File: src/rtl/jtframe_mbox_pkg.sv
// Shared constants for the MCU mailbox: default widths,
// FIFO depth helper and reset values of the status outputs.
package jtframe_mbox_pkg;

  localparam int DEF_DW = 8;
  localparam int DEF_AW = 2;
  localparam int DEPTH  = 2**DEF_AW;

  localparam logic RST_IRQ  = 1'b0;
  localparam logic RST_STN  = 1'b1;
  localparam logic RST_FULL = 1'b0;
  localparam logic RST_OVF  = 1'b0;
  localparam logic RST_STRB = 1'b1;

  function automatic int depth_of(input int aw);
    return 2**aw;
  endfunction

endpackage

File: src/rtl/jtframe_mbox_fifo.sv
// One mailbox direction: FIFO with registered head, or a single
// legacy latch when JTFRAME_MBOX_FIFO_EN is not defined.
module jtframe_mbox_fifo
  import jtframe_mbox_pkg::*;
#(
  parameter int DW = DEF_DW,
  parameter int AW = DEF_AW
)(
  input  logic          clk,
  input  logic          rst,
  input  logic          clr,
  input  logic          push,
  input  logic          pop,
  input  logic [DW-1:0] din,
  output logic [DW-1:0] dout,
  output logic          empty,
  output logic          full,
  output logic          ovf
);

`ifdef JTFRAME_MBOX_FIFO_EN

  localparam int DEPTH_L = depth_of(AW);
  localparam logic [AW:0] FULL_CNT = (AW+1)'(DEPTH_L);

  logic [DW-1:0] mem [DEPTH_L];
  logic [AW-1:0] wr, rd, rd_nxt;
  logic [AW:0]   cnt, cnt_nxt;
  logic          push_ok, pop_ok;
  logic [DW-1:0] dout_nxt;

  // Accept/reject strobes and work out the head after this edge
  always_comb begin
    empty    = cnt == '0;
    full     = cnt == FULL_CNT;
    pop_ok   = pop & ~empty;
    push_ok  = push & (~full | pop);
    rd_nxt   = rd + AW'(pop_ok);
    cnt_nxt  = cnt + (AW+1)'(push_ok) - (AW+1)'(pop_ok);
    dout_nxt = '0;
    if (cnt_nxt != '0)
      dout_nxt = (push_ok && rd_nxt == wr) ? din : mem[rd_nxt];
  end

  // Pointers, count, registered head and sticky overflow
  always_ff @(posedge clk or posedge rst) begin
    if (rst) begin
      wr   <= '0;
      rd   <= '0;
      cnt  <= '0;
      dout <= '0;
      ovf  <= RST_OVF;
    end else if (clr) begin
      wr   <= '0;
      rd   <= '0;
      cnt  <= '0;
      dout <= '0;
      ovf  <= RST_OVF;
    end else begin
      wr   <= wr + AW'(push_ok);
      rd   <= rd_nxt;
      cnt  <= cnt_nxt;
      dout <= dout_nxt;
      if (push & full & ~pop) ovf <= 1'b1;
    end
  end

  // Storage array, no reset needed
  always_ff @(posedge clk) begin
    if (push_ok && !clr) mem[wr] <= din;
  end

`else

  localparam logic [AW:0] ONE = (AW+1)'(1);

  logic [AW:0] cnt;

  // Single-entry occupancy flags
  always_comb begin
    empty = cnt == '0;
    full  = cnt == ONE;
  end

  // Legacy latch: push always overwrites, pop clears
  always_ff @(posedge clk or posedge rst) begin
    if (rst) begin
      cnt  <= '0;
      dout <= '0;
      ovf  <= RST_OVF;
    end else if (clr) begin
      cnt  <= '0;
      dout <= '0;
      ovf  <= RST_OVF;
    end else if (push) begin
      cnt  <= ONE;
      dout <= din;
      if (full & ~pop) ovf <= 1'b1;
    end else if (pop) begin
      cnt  <= '0;
      dout <= '0;
    end
  end

`endif

endmodule

File: src/rtl/jtframe_mcu_mbox.sv
// Main CPU <-> MCU mailbox. FIFO build: define JTFRAME_MBOX_FIFO_EN,
// otherwise each direction is a single legacy latch.
module jtframe_mcu_mbox
  import jtframe_mbox_pkg::*;
#(
  parameter int DW = DEF_DW,
  parameter int AW = DEF_AW
)(
  input  logic          clk,
  input  logic          rst,
  input  logic          main_wr,
  input  logic          main_rd,
  input  logic          main_clr,
  input  logic [DW-1:0] main_din,
  output logic [DW-1:0] main_dout,
  input  logic          mcu_wrn,
  input  logic          mcu_rdn,
  input  logic [DW-1:0] mcu_din,
  output logic [DW-1:0] mcu_dout,
  output logic          mcu_irq,
  output logic          main_stn,
  output logic          m2s_full,
  output logic          s2m_full,
  output logic          ovf
);

  logic wrn_q, wrn_p, wr_arm;
  logic rdn_q, rdn_p, rd_arm;
  logic s2m_push, m2s_pop;
  logic m2s_empty, s2m_empty;
  logic m2s_ovf, s2m_ovf;

  // MCU strobe sampling; arm bits ignore a pin held low out of reset
  always_ff @(posedge clk or posedge rst) begin
    if (rst) begin
      wrn_q  <= RST_STRB;
      wrn_p  <= RST_STRB;
      rdn_q  <= RST_STRB;
      rdn_p  <= RST_STRB;
      wr_arm <= 1'b0;
      rd_arm <= 1'b0;
    end else begin
      wrn_q  <= mcu_wrn;
      wrn_p  <= wrn_q;
      rdn_q  <= mcu_rdn;
      rdn_p  <= rdn_q;
      wr_arm <= wr_arm | mcu_wrn;
      rd_arm <= rd_arm | mcu_rdn;
    end
  end

  assign s2m_push = wr_arm & wrn_p & ~wrn_q;
  assign m2s_pop  = rd_arm & rdn_p & ~rdn_q;

  jtframe_mbox_fifo #(.DW(DW), .AW(AW)) u_m2s (
    .clk   (clk),
    .rst   (rst),
    .clr   (main_clr),
    .push  (main_wr),
    .pop   (m2s_pop),
    .din   (main_din),
    .dout  (mcu_dout),
    .empty (m2s_empty),
    .full  (m2s_full),
    .ovf   (m2s_ovf)
  );

  jtframe_mbox_fifo #(.DW(DW), .AW(AW)) u_s2m (
    .clk   (clk),
    .rst   (rst),
    .clr   (main_clr),
    .push  (s2m_push),
    .pop   (main_rd),
    .din   (mcu_din),
    .dout  (main_dout),
    .empty (s2m_empty),
    .full  (s2m_full),
    .ovf   (s2m_ovf)
  );

  assign mcu_irq  = ~m2s_empty;
  assign main_stn = s2m_empty;
  assign ovf      = m2s_ovf | s2m_ovf;

endmodule
File: config.mk
export PLATFORM = sky130hd
export DESIGN_NAME = jtframe_mcu_mbox
export DESIGN_NICKNAME = d
export VERILOG_FILES = /design/src/rtl/jtframe_mbox_pkg.sv /design/src/rtl/jtframe_mbox_fifo.sv /design/src/rtl/jtframe_mcu_mbox.sv
export SDC_FILE = /design/constraint.sdc
export NUM_CORES = 1
export LEC_CHECK = 0
export ABC_AREA = 0
export CAP_MARGIN = 20
export CORE_MARGIN = 2
export CORE_UTILIZATION = 40
export CTS_CLUSTER_DIAMETER = 50
export DETAILED_ROUTE_END_ITERATION = 10
export PLACE_DENSITY = 0.78
export SLEW_MARGIN = 40
export SYNTH_ARGS = -nofsm -noshare
export SYNTH_HDL_FRONTEND = slang
export SYNTH_SLANG_ARGS = --single-unit
File: constraint.sdc
create_clock -name clk -period 1.36 [get_ports clk]
set_clock_uncertainty 0.1 [all_clocks]
set_input_delay 0.204 -clock clk [delete_from_list [all_inputs] [get_ports clk]]
set_output_delay 0.204 -clock clk [all_outputs]
set_load 0.01 [all_outputs]
==> results of run 1 <==
-- cell usage after synthesis, drive strengths merged --
cell / count
nand3b: 2
nor2b: 2
nand2b: 2
or2: 3
a21oi: 1
buf: 4
dfrtp: 22
a31o: 1
a32o: 16
nor2: 2
dfstp: 4
inv: 3
a41o: 1
and4bb: 1
o31ai: 1
-- through the flow --
step	area (um^2)	power, mW
2_1_floorplan	968.4	0.9308
3_3_place_gp	1470	1.083
3_5_place_dp	1470	1.092
4_1_cts	1506	1.446
5_1_grt	1558	1.534
6_report	1558	1.449
-- metal layers --
metal	track usage, %	part of all wire, %	up-vias
li1	-	-	371
met1	24.35	42	405
met5	0	0	-
met2	34.57	54	16
met3	0.8475	2.5	2
met4	8.974	1.5	0
-- power by group through the flow --
stage	Combinational [mW]	Sequential [mW]	Clock, mW
2_1_floorplan	0.0764	0.854	0
3_3_place_gp	0.240	0.843	0
3_5_place_dp	0.247	0.846	0
4_1_cts	0.239	0.829	0.378
5_1_grt	0.274	0.833	0.427
6_report	0.252	0.829	0.368
-- critical path: cells and delay by family (launching register included) --
family | cells | cell delay, ns
and+or+nand+nor | 1 | 0.25
buffers and inverters | 1 | 0.12
DFF | 1 | 0.40
-- cells by family (layout without fill, tap and decap cells) --
group / Yosys count / after routing / synth area share (%)
AO/OA/AOI/OAI: 20 / 20 / 19.77
AND/OR/NAND/NOR: 12 / 12 / 8.397
flip-flops: 26 / 26 / 67.70
buffers and inverters: 7 / 66 / 4.135
-- registers in the layout, summed over array words and instances (netlist names) --
register / count
u_s2m.ovf: 1
rdn_q: 1
u_m2s.ovf: 1
rdn_p: 1
u_s2m.dout: 8
u_m2s.cnt: 1
wrn_p: 1
rd_arm: 1
u_m2s.dout: 8
wr_arm: 1
wrn_q: 1
u_s2m.cnt: 1
-- timing repair --
action                                  CTS  global route
resized for setup                        30             4
endpoints found under the hold margin     0             0
endpoints found under the setup margin   30            16
setup buffers                             3             6
hold buffers                              0             0
pin swaps                                 0             0
-- cell usage in the layout, fill, tap and decap left out, drive strengths merged --
cell type	netlist	layout
a21oi	1	1
a31o	1	1
a32o	16	16
a41o	1	1
and4bb	1	1
buf	4	18
clkbuf	0	4
clkdlybuf4s15	0	3
clkdlybuf4s50	0	22
dfrtp	22	22
dfstp	4	4
dlygate4sd2	0	16
inv	3	3
nand2b	2	2
nand3b	2	2
nor2	2	2
nor2b	2	2
o31ai	1	1
or2	3	3
-- layout make-up --
cell class	instances	area, um^2	area share [%]
tap	28	35.03	2.249
inverter	3	11.26	0.7229
sequential	26	655.6	42.09
clock buffer	4	36.28	2.329
multi-input combinational	32	280.3	17.99
timing repair buffer	59	539.3	34.62
-- how the worst min path moves through the flow --
stage | from | to | slack [ns] | depth (start not counted)
floorplan | mcu_rdn | rdn_q | 0.11 | 0
global placement | rdn_q | rdn_p | 0.25 | 0
detailed placement | rdn_q | rdn_p | 0.26 | 0
CTS | rst | rd_arm | 0.10 | 3
global route | rst | u_m2s.cnt[0] | 0.12 | 3
finish | rst | u_s2m.dout[1] | 0.10 | 3
==> impl_results.md, run 1 <==
* Final cell count without fillers at 152
* P_sw at 0.3243 mW
* Crit. End Element: output pin
* # fillers at 185
* Critical path fanouts, max at 2
* TritonCTS clock tree: yes
* Final hold vios at 0
* Synth area leader: dfrtp_1
* Synth warn at 0
* Max stage delay on crit path at 0.40 ns
* Wirelength, routed at 2324 um
* Post-route minimum period at 1.370 ns
* Die height at 53.21 um
* Clock power share at 25.4%
* Yosys reg bits at 26
* Max VDD drop at 782.0 uV
* Initial core utilization at 42.95%
* Mean Syn Cell Area at 14.90 um^2
* Final nets at 148
* Final setup fails at 1
* Layout cells sized above 1 at 26.61%
* Final Wtd Congestion at 0.6691
* Cells after Synth at 65
* First drt pass iteration count at 4
* Pin count of the biggest net entering global routing at 27
* Max-cap violations at 0
* Worst r2r dst: u_s2m.dout[1]
* CP Capture Point: ovf
* Pre-CTS setup slack at -0.3249 ns
* Worst Path Required at 1.06 ns
* Core region area at 2255 um^2
* Sequential fraction of the synthesis area at 67.70%
* Wirelength per Cell at 15.29 um
* I/O pins at 44
* Clock-pin transition on the worst setup and hold timing paths at 0.13 ns
* Combinational group share of total power at 17.4%
* Crit path max-delay cell type: dfrtp_1
* Placed Instances at 139
* Mapped cell area at 968.4 um^2
* Worst hold path type: in2async
* Residual DRC at 0
* Internal at 1.125 mW
* Fin Hold WS at 0.1031 ns
* Reg2Reg Depth at 2
* Port Buffers at 43
* Switching power share of the total at 22.37%
* TNS Setup at -0.009592 ns
* Worst setup path category: reg2out
* DIE WIDTH at 53.21 um
* Htree depth at 1
* Total grt overflow at 0
* Status: finished with violations
* Max Freq at 730.1 MHz
* Total Routing Usage GR at 19.53%
* Crit. Startpoint: u_s2m.ovf
* Synth-to-Final Area Change at 60.85%
* Mapped Nets at 88
* R2R Setup Slk at 0.03 ns
* Cts bufs inserted at 3
* Worst r2r src: wrn_q
* Vias per cell at 5.224
* Arrival @ worst endpoint at 1.07 ns
* Synth area leaders: dfrtp_1 (57%), a32o_1 (17%), dfstp_2 (11%), or2_2 (1.9%), nand3b_1 (1.6%)
* Root Buffer: clkbuf_4
* N_diodes at 0
* Layout Utilization at 69.09%
* Leakage power at 0.7567 nW
* Post-DP HPWL at 1696 um
* Part of the cycle the worst path needs at 100.7%
* DR iter-0 viols at 31
* Vias in the first global route at 839
* Crit start category: flip-flop
* Clock latency on the worst-skew pair at 0.30 ns
* Slack of the critical path at -0.009592 ns
* Full die area at 2831 um^2
* Post-route ant nets at 0
* Relative slew slack at 74.57%
* Synth unique cells at 18
* Worst Tran Pin Value at 0.3797 ns
* Vias at 794
* Clk buf depth at 2
* Failing checks: setup timing
* Share of total power in sequential cells at 57.2%
* Slew Viols, Final at 0
* Post-synth top area share at 56.85%
* Crit-path cells: or2_4 -> buf_6
* RSZ-0062 raised after global routing: true
* PwrDens at 930.5 nW/um^2
* Clock sinks at 26
* Antenna violations before repair at 0
* First-pass GRT wire length at 3974 um
* Rows at 17
No activity file was read; power rests on OpenSTA's default activity.
==> run 2, diff against run 1 <==
--- a/config.mk
+++ b/config.mk
@@ -7,10 +7,12 @@
 export LEC_CHECK = 0
 export ABC_AREA = 0
 export CAP_MARGIN = 20
+export CORE_ASPECT_RATIO = 0.6
 export CORE_MARGIN = 2
 export CORE_UTILIZATION = 40
 export CTS_CLUSTER_DIAMETER = 50
 export DETAILED_ROUTE_END_ITERATION = 10
+export MAX_ROUTING_LAYER = met4
 export PLACE_DENSITY = 0.78
 export SLEW_MARGIN = 40
 export SYNTH_ARGS = -nofsm -noshare
==> run 2 against run 1 <==
Final cell count decreased by 2.6%. Via count decreased by 4.4%. The flow now finishes without violations. Register-to-register slack improved by 0.05 ns. Die area increased by 0.45%. Total power increased by 6.3%. Utilization decreased by 0.14 points. First-iteration DRC count increased by 110%. Non-clock buffer count decreased by 6. Largest power group unchanged. Sequential power about the same.
==> impl_results.md, run 2 (synthesized netlist as in run 1, its figures left out) <==
* Clock-pin transition on the worst setup and hold timing paths at 0.08 ns (-0.05 ns)
* Pin count of the biggest net entering global routing at 27 (unchanged)
* Commonest non-fill, non-tap cells in the layout: dfrtp_1 (22), clkdlybuf4s50_1 (21), dlygate4sd2_1 (20)
* Worst Path Required at 1.06 ns (about the same)
* Clock sinks at 26 (unchanged)
* Wirelength, routed at 2336 um (+0.52%)
* Part of the cycle the worst path needs at 98.50% (-2.2 points)
* Switching power share of the total at 21.67% (-0.70 points)
* Root Buffer: clkbuf_8
* P_sw at 0.3340 mW (+3.0%)
* Die height at 42.12 um (-21%)
* Residual DRC at 0 (unchanged)
* Rows at 13 (-4)
* DR iter-0 viols at 66 (+110%)
* Worst Tran Pin Value at 0.3794 ns (-0.0003108 ns)
* Layout Utilization at 68.95% (-0.14 points)
* Slack of the critical path at 0.02041 ns (+0.03001 ns)
* Core region area at 2228 um^2 (-1.2%)
* Worst setup path category: reg2out
* Crit. End Element: output pin
* Max-cap violations at 0 (unchanged)
* Post-route minimum period at 1.340 ns (-0.03001 ns)
* Antenna violations before repair at 0 (unchanged)
* Critical path fanouts, max at 2 (unchanged)
* Relative slew slack at 74.59% (about the same)
* Final setup fails at 0 (-1)
* Max Freq at 746.5 MHz (+2.2%)
* Full die area at 2844 um^2 (+0.45%)
* Final hold vios at 0 (unchanged)
* Synth-to-Final Area Change at 58.66%
* Share of total power in sequential cells at 53.8% (-3.4 points)
* Cts bufs inserted at 3 (unchanged)
* Vias at 759 (-4.4%)
* Final cell count without fillers at 148 (-2.6%)
* Clock power share at 30.8% (+5.4 points)
* Commonest non-fill, non-tap cell in the layout: dfrtp_1
* Clock latency on the worst-skew pair at 0.26 ns (-0.04 ns)
* Initial core utilization at 43.46% (+0.51 points)
* DIE WIDTH at 67.52 um (+27%)
* Post-route ant nets at 0 (unchanged)
* Internal at 1.207 mW (+7.3%)
* PwrDens at 1003 nW/um^2 (+7.8%)
* Vias in the first global route at 777 (-7.4%)
* Max VDD drop at 737.4 uV (-5.7%)
* Clk buf depth at 2 (unchanged)
* Port Buffers at 43 (unchanged)
* Arrival @ worst endpoint at 1.04 ns (-0.03 ns)
* Combinational group share of total power at 15.3% (-2.1 points)
* Crit start category: flip-flop
* I/O pins at 44 (unchanged)
* Final Wtd Congestion at 0.7519 (+12%)
* Hold buffer count at CTS at 0 (unchanged)
* Htree depth at 1 (unchanged)
* Vias per cell at 5.128 (-1.8%)
* First-pass GRT wire length at 3836 um (-3.5%)
* Wirelength per Cell at 15.78 um (+3.2%)
* TNS Setup at 0 ns (+0.009592 ns)
* Largest regs: u_m2s.dout: 8 flops, u_s2m.dout: 8 flops
* Final nets at 142 (-4.1%)
* Total grt overflow at 0 (unchanged)
* Fin Hold WS at 0.1775 ns (+0.07440 ns)
* Layout cells sized above 1 at 22.88% (-3.7 points)
* TritonCTS clock tree: yes
* Status: finished, final reports clean
* First drt pass iteration count at 4 (unchanged)
* Leakage power at 0.7459 nW (-1.4%)
* Slew Viols, Final at 0 (unchanged)
* Placed Instances at 140 (+0.72%)
* Post-DP HPWL at 1814 um (+6.9%)
* N_diodes at 0 (unchanged)
* Worst hold path type: in2async
* Pre-CTS setup slack at -0.3207 ns (+0.004234 ns)
* Total Routing Usage GR at 18.58% (-0.95 points)
==> run 2: cell count changes in the layout (fill, tap and decap cells not counted), sizes merged <==
| cell | previous run | this run |
|---|---|---|
| buf | 18 | 11 |
| dlygate4sd2 | 16 | 20 |
| clkdlybuf4s15 | 3 | 0 |
| clkdlybuf4s50 | 22 | 21 |
| dlymetal6s2s | 0 | 1 |
==> run 2: final cells by class <==
class	instances	area, um^2
Timing Repair Buffer	53	496.7
Inverter	3	11.26
Clock buffer	4	55.05
Fill cell	157	691.9
Tap cell	30	37.54
Sequential cell	26	655.6
Multi-Input combinational cell	32	280.3
==> run 2: repair_timing <==
item,in CTS,in global routing
gates resized for setup,28,2
setup endpoints to repair,38,9
endpoints found under the hold margin,0,0
setup buffers,3,1
==> run 2: worst paths after layout <==
path / start / to / slack [ns] / depth (start not counted)
max: u_s2m.ovf / ovf / 0.02 / 2
min: rst / u_m2s.dout[4] / 0.18 / 3
max reg2reg: wrn_q / u_s2m.dout[7] / 0.08 / 2
min reg2reg: rdn_q / rdn_p / 0.27 / 0
max in group asynchronous: rst / rdn_p / 0.75 / 3
min in group clk: main_clr / u_s2m.cnt[0] / 0.22 / 2
==> run 2: worst max-delay path, cell delays in order, from the launching register on <==
cell,delay [ns]
dfrtp_1,0.40
or2_4,0.25
buf_6,0.12
==> run 2: stage by stage <==
step,cell area [um^2],total power [mW]
final,1536,1.541
after detailed placement,1465,1.092
after global routing,1536,1.613
after CTS,1526,1.558
after floorplan,968.4,0.9308
after global placement,1465,1.083
==> run 2: layer usage <==
| metal | GRT usage, % | vias to the layer above | wire length, um |
|---|---|---|---|
| met4 | 3.673 | 0 | 17 |
| li1 | - | 358 | - |
| met3 | 4.032 | 2 | 67 |
| met5 | - | - | 0 |
| met1 | 25.96 | 386 | 1074 |
| met2 | 28.04 | 13 | 1178 |
==> run 2: power groups by stage <==
stage	sequential (mW)	combinational [mW]	clock, mW
after CTS	0.830	0.239	0.490
after global routing	0.835	0.254	0.525
after global placement	0.844	0.239	0
final	0.829	0.236	0.475
after floorplan	0.854	0.0764	0
after detailed placement	0.846	0.246	0
==> RTL change, RTL diff (flow settings as in run 1) <==
Register the output `mcu_irq`, cleared by the reset; this adds one clock of latency there. The other outputs are not delayed to match.
--- a/src/rtl/jtframe_mcu_mbox.sv
+++ b/src/rtl/jtframe_mcu_mbox.sv
@@ -78,7 +78,13 @@
     .ovf   (s2m_ovf)
   );
 
-  assign mcu_irq  = ~m2s_empty;
+  always_ff @(posedge clk or posedge rst) begin
+    if (rst) begin
+      mcu_irq <= '0;
+    end else begin
+      mcu_irq <= ~m2s_empty;
+    end
+  end
   assign main_stn = s2m_empty;
   assign ovf      = m2s_ovf | s2m_ovf;
 
Behaviour: not the same (Yosys sat finds a counterexample within 4 cycles, from zero or initial values and one cycle with rst high).
==> RTL change against run 1 <==
The run still ends with setup timing left. Highest routed layer unchanged. Design area grew 1.3%. Power rose by 0.26%. Global-route usage decreased by 0.21 points. Worst setup slack got worse by 0.010 ns. Synthesized area is 1.8% higher. Synthesized cell count unchanged. Routed wire length increased by 1.2%. Sequential cell count grew 1.
==> RTL change: results (changes against run 1) <==
status: "finished, violations left"
violations: "setup timing"
synthTopCellsByArea: "dfrtp_1, a32o_1, dfstp_2, or2_2, nand3b_1"
yosys_warnings: 0  # unchanged
cts_buffers: 3  # unchanged
grt_pass1_vias: 848  # +1.1%
syn-num-nets: 88  # unchanged
place_hpwl_um: 1682  # -0.84%
placed_area_sq_um: 1495  # +1.7%
finalSetupViolations: 1  # unchanged
setup_tns_ns: -0.01980  # -0.01021 ns
synth-seq-area-share_pct: 69.04  # +1.3 points
final.setup.worst_slack_ns: -0.01980  # -0.01021 ns
crit_family: "flip-flops"
gp_congestion: 0.6734  # +0.64%
cts.root.buffer_cell: "clkbuf_4"
drive_gt1_share_pct: 25.40  # -1.2 points
yosysUniqueCellTypes: 17  # -1
synth-compound-area-share_pct: 19.42  # -0.35 points
drt_iter0_markers: 26  # -16%
portBuffers: 43  # unchanged
ir_drop_v: 0.0006857  # -12%
layout.nets: 150  # +1.4%
max-slew-margin-rel_pct: 54.06  # -21 points
reg_top3: "u_m2s.dout (8), u_s2m.dout (8)"
synthXorXnorAreaFrac_pct: 0  # unchanged
p_leak_uw: 0.0007654  # +1.1%
viasPerCell: 5.370  # +2.8%
synth_common_cells: "dfrtp_1, a32o_1, dfstp_2"
grtUsageTotal_pct: 19.32  # -0.21 points
drt_wl_total_um: 2352  # +1.2%
grt_antenna_before_repair: 0  # unchanged
fill_cells: 169  # -8.6%
grt_pass1_wl_um: 3905  # -1.7%
worstSkewPairLatency_ns: 0.32  # +0.02 ns
grt_max_degree: 28  # +3.7%
==> RTL change: cell types whose count changed after synthesis <==
cell	run 1	this run
dfrtp_1	22	23
buf_4	1	0
==> RTL change: layout make-up <==
type	count	area, sq um	area share, %
Tap cell	28	35.03	2.220
Inverter	3	11.26	0.7137
Timing Repair Buffer	60	549.3	34.81
Clock buffer	4	26.28	1.665
Sequential cell	27	680.7	43.14
Multi-Input combinational cell	32	275.3	17.45
==> RTL change: timing repair <==
action / CTS / global route
resized for setup: 27 / 6
setup buffers: 6 / 4
setup endpoints to repair: 29 / 13
==> RTL change: logic make-up after synthesis <==
group           Yosys count
simple gates             12
compound gates           20
buf+inv                   6
flops                    27
==> RTL change: worst reg2reg max path, stage by stage, from the launching register on <==
cell and delay [ns]:
dfstp_2 0.56, and4bb_2 0.31, a32o_1 0.23
==> RTL change: report_power, final <==
| part | internal [uW] | leakage (uW) | switching [uW] |
|---|---|---|---|
| Clock | 115 | 0.0000150 | 223 |
| Combinational | 152 | 0.000409 | 102 |
| Sequential | 843 | 0.000341 | 17.3 |
==> RTL change: routing by layer <==
layer / part of all wire (%) / vias to the layer above / global-route usage (%)
li1: - / 377 / -
met1: 39 / 412 / 24.95
met2: 54 / 34 / 31.48
met3: 5.1 / 4 / 3.333
met4: 1.2 / 0 / 9.402
met5: 0 / - / 0
==> RTL change: stage by stage <==
step	setup WS, ns	cells	total power (uW)
floorplan	0.1024	65	961.1
global placement	-0.2209	140	1117
detailed placement	-0.2707	140	1126
CTS	-0.08049	150	1444
global route	-0.07491	154	1518
finish	-0.01980	154	1453
==> RTL change: final timing paths <==
kind / slack (ns) / cells after the start / from / end
worst max-delay path: -0.02 / 2 / u_s2m.ovf / ovf
worst min-delay path: 0.09 / 3 / rst / u_m2s.ovf
worst max register to register: 0.05 / 2 / wrn_q / u_s2m.dout[2]
worst min register to register: 0.27 / 0 / rdn_q / rdn_p
max in group asynchronous: 0.85 / 3 / rst / wrn_q
min in group clk: 0.19 / 1 / mcu_wrn / wrn_q
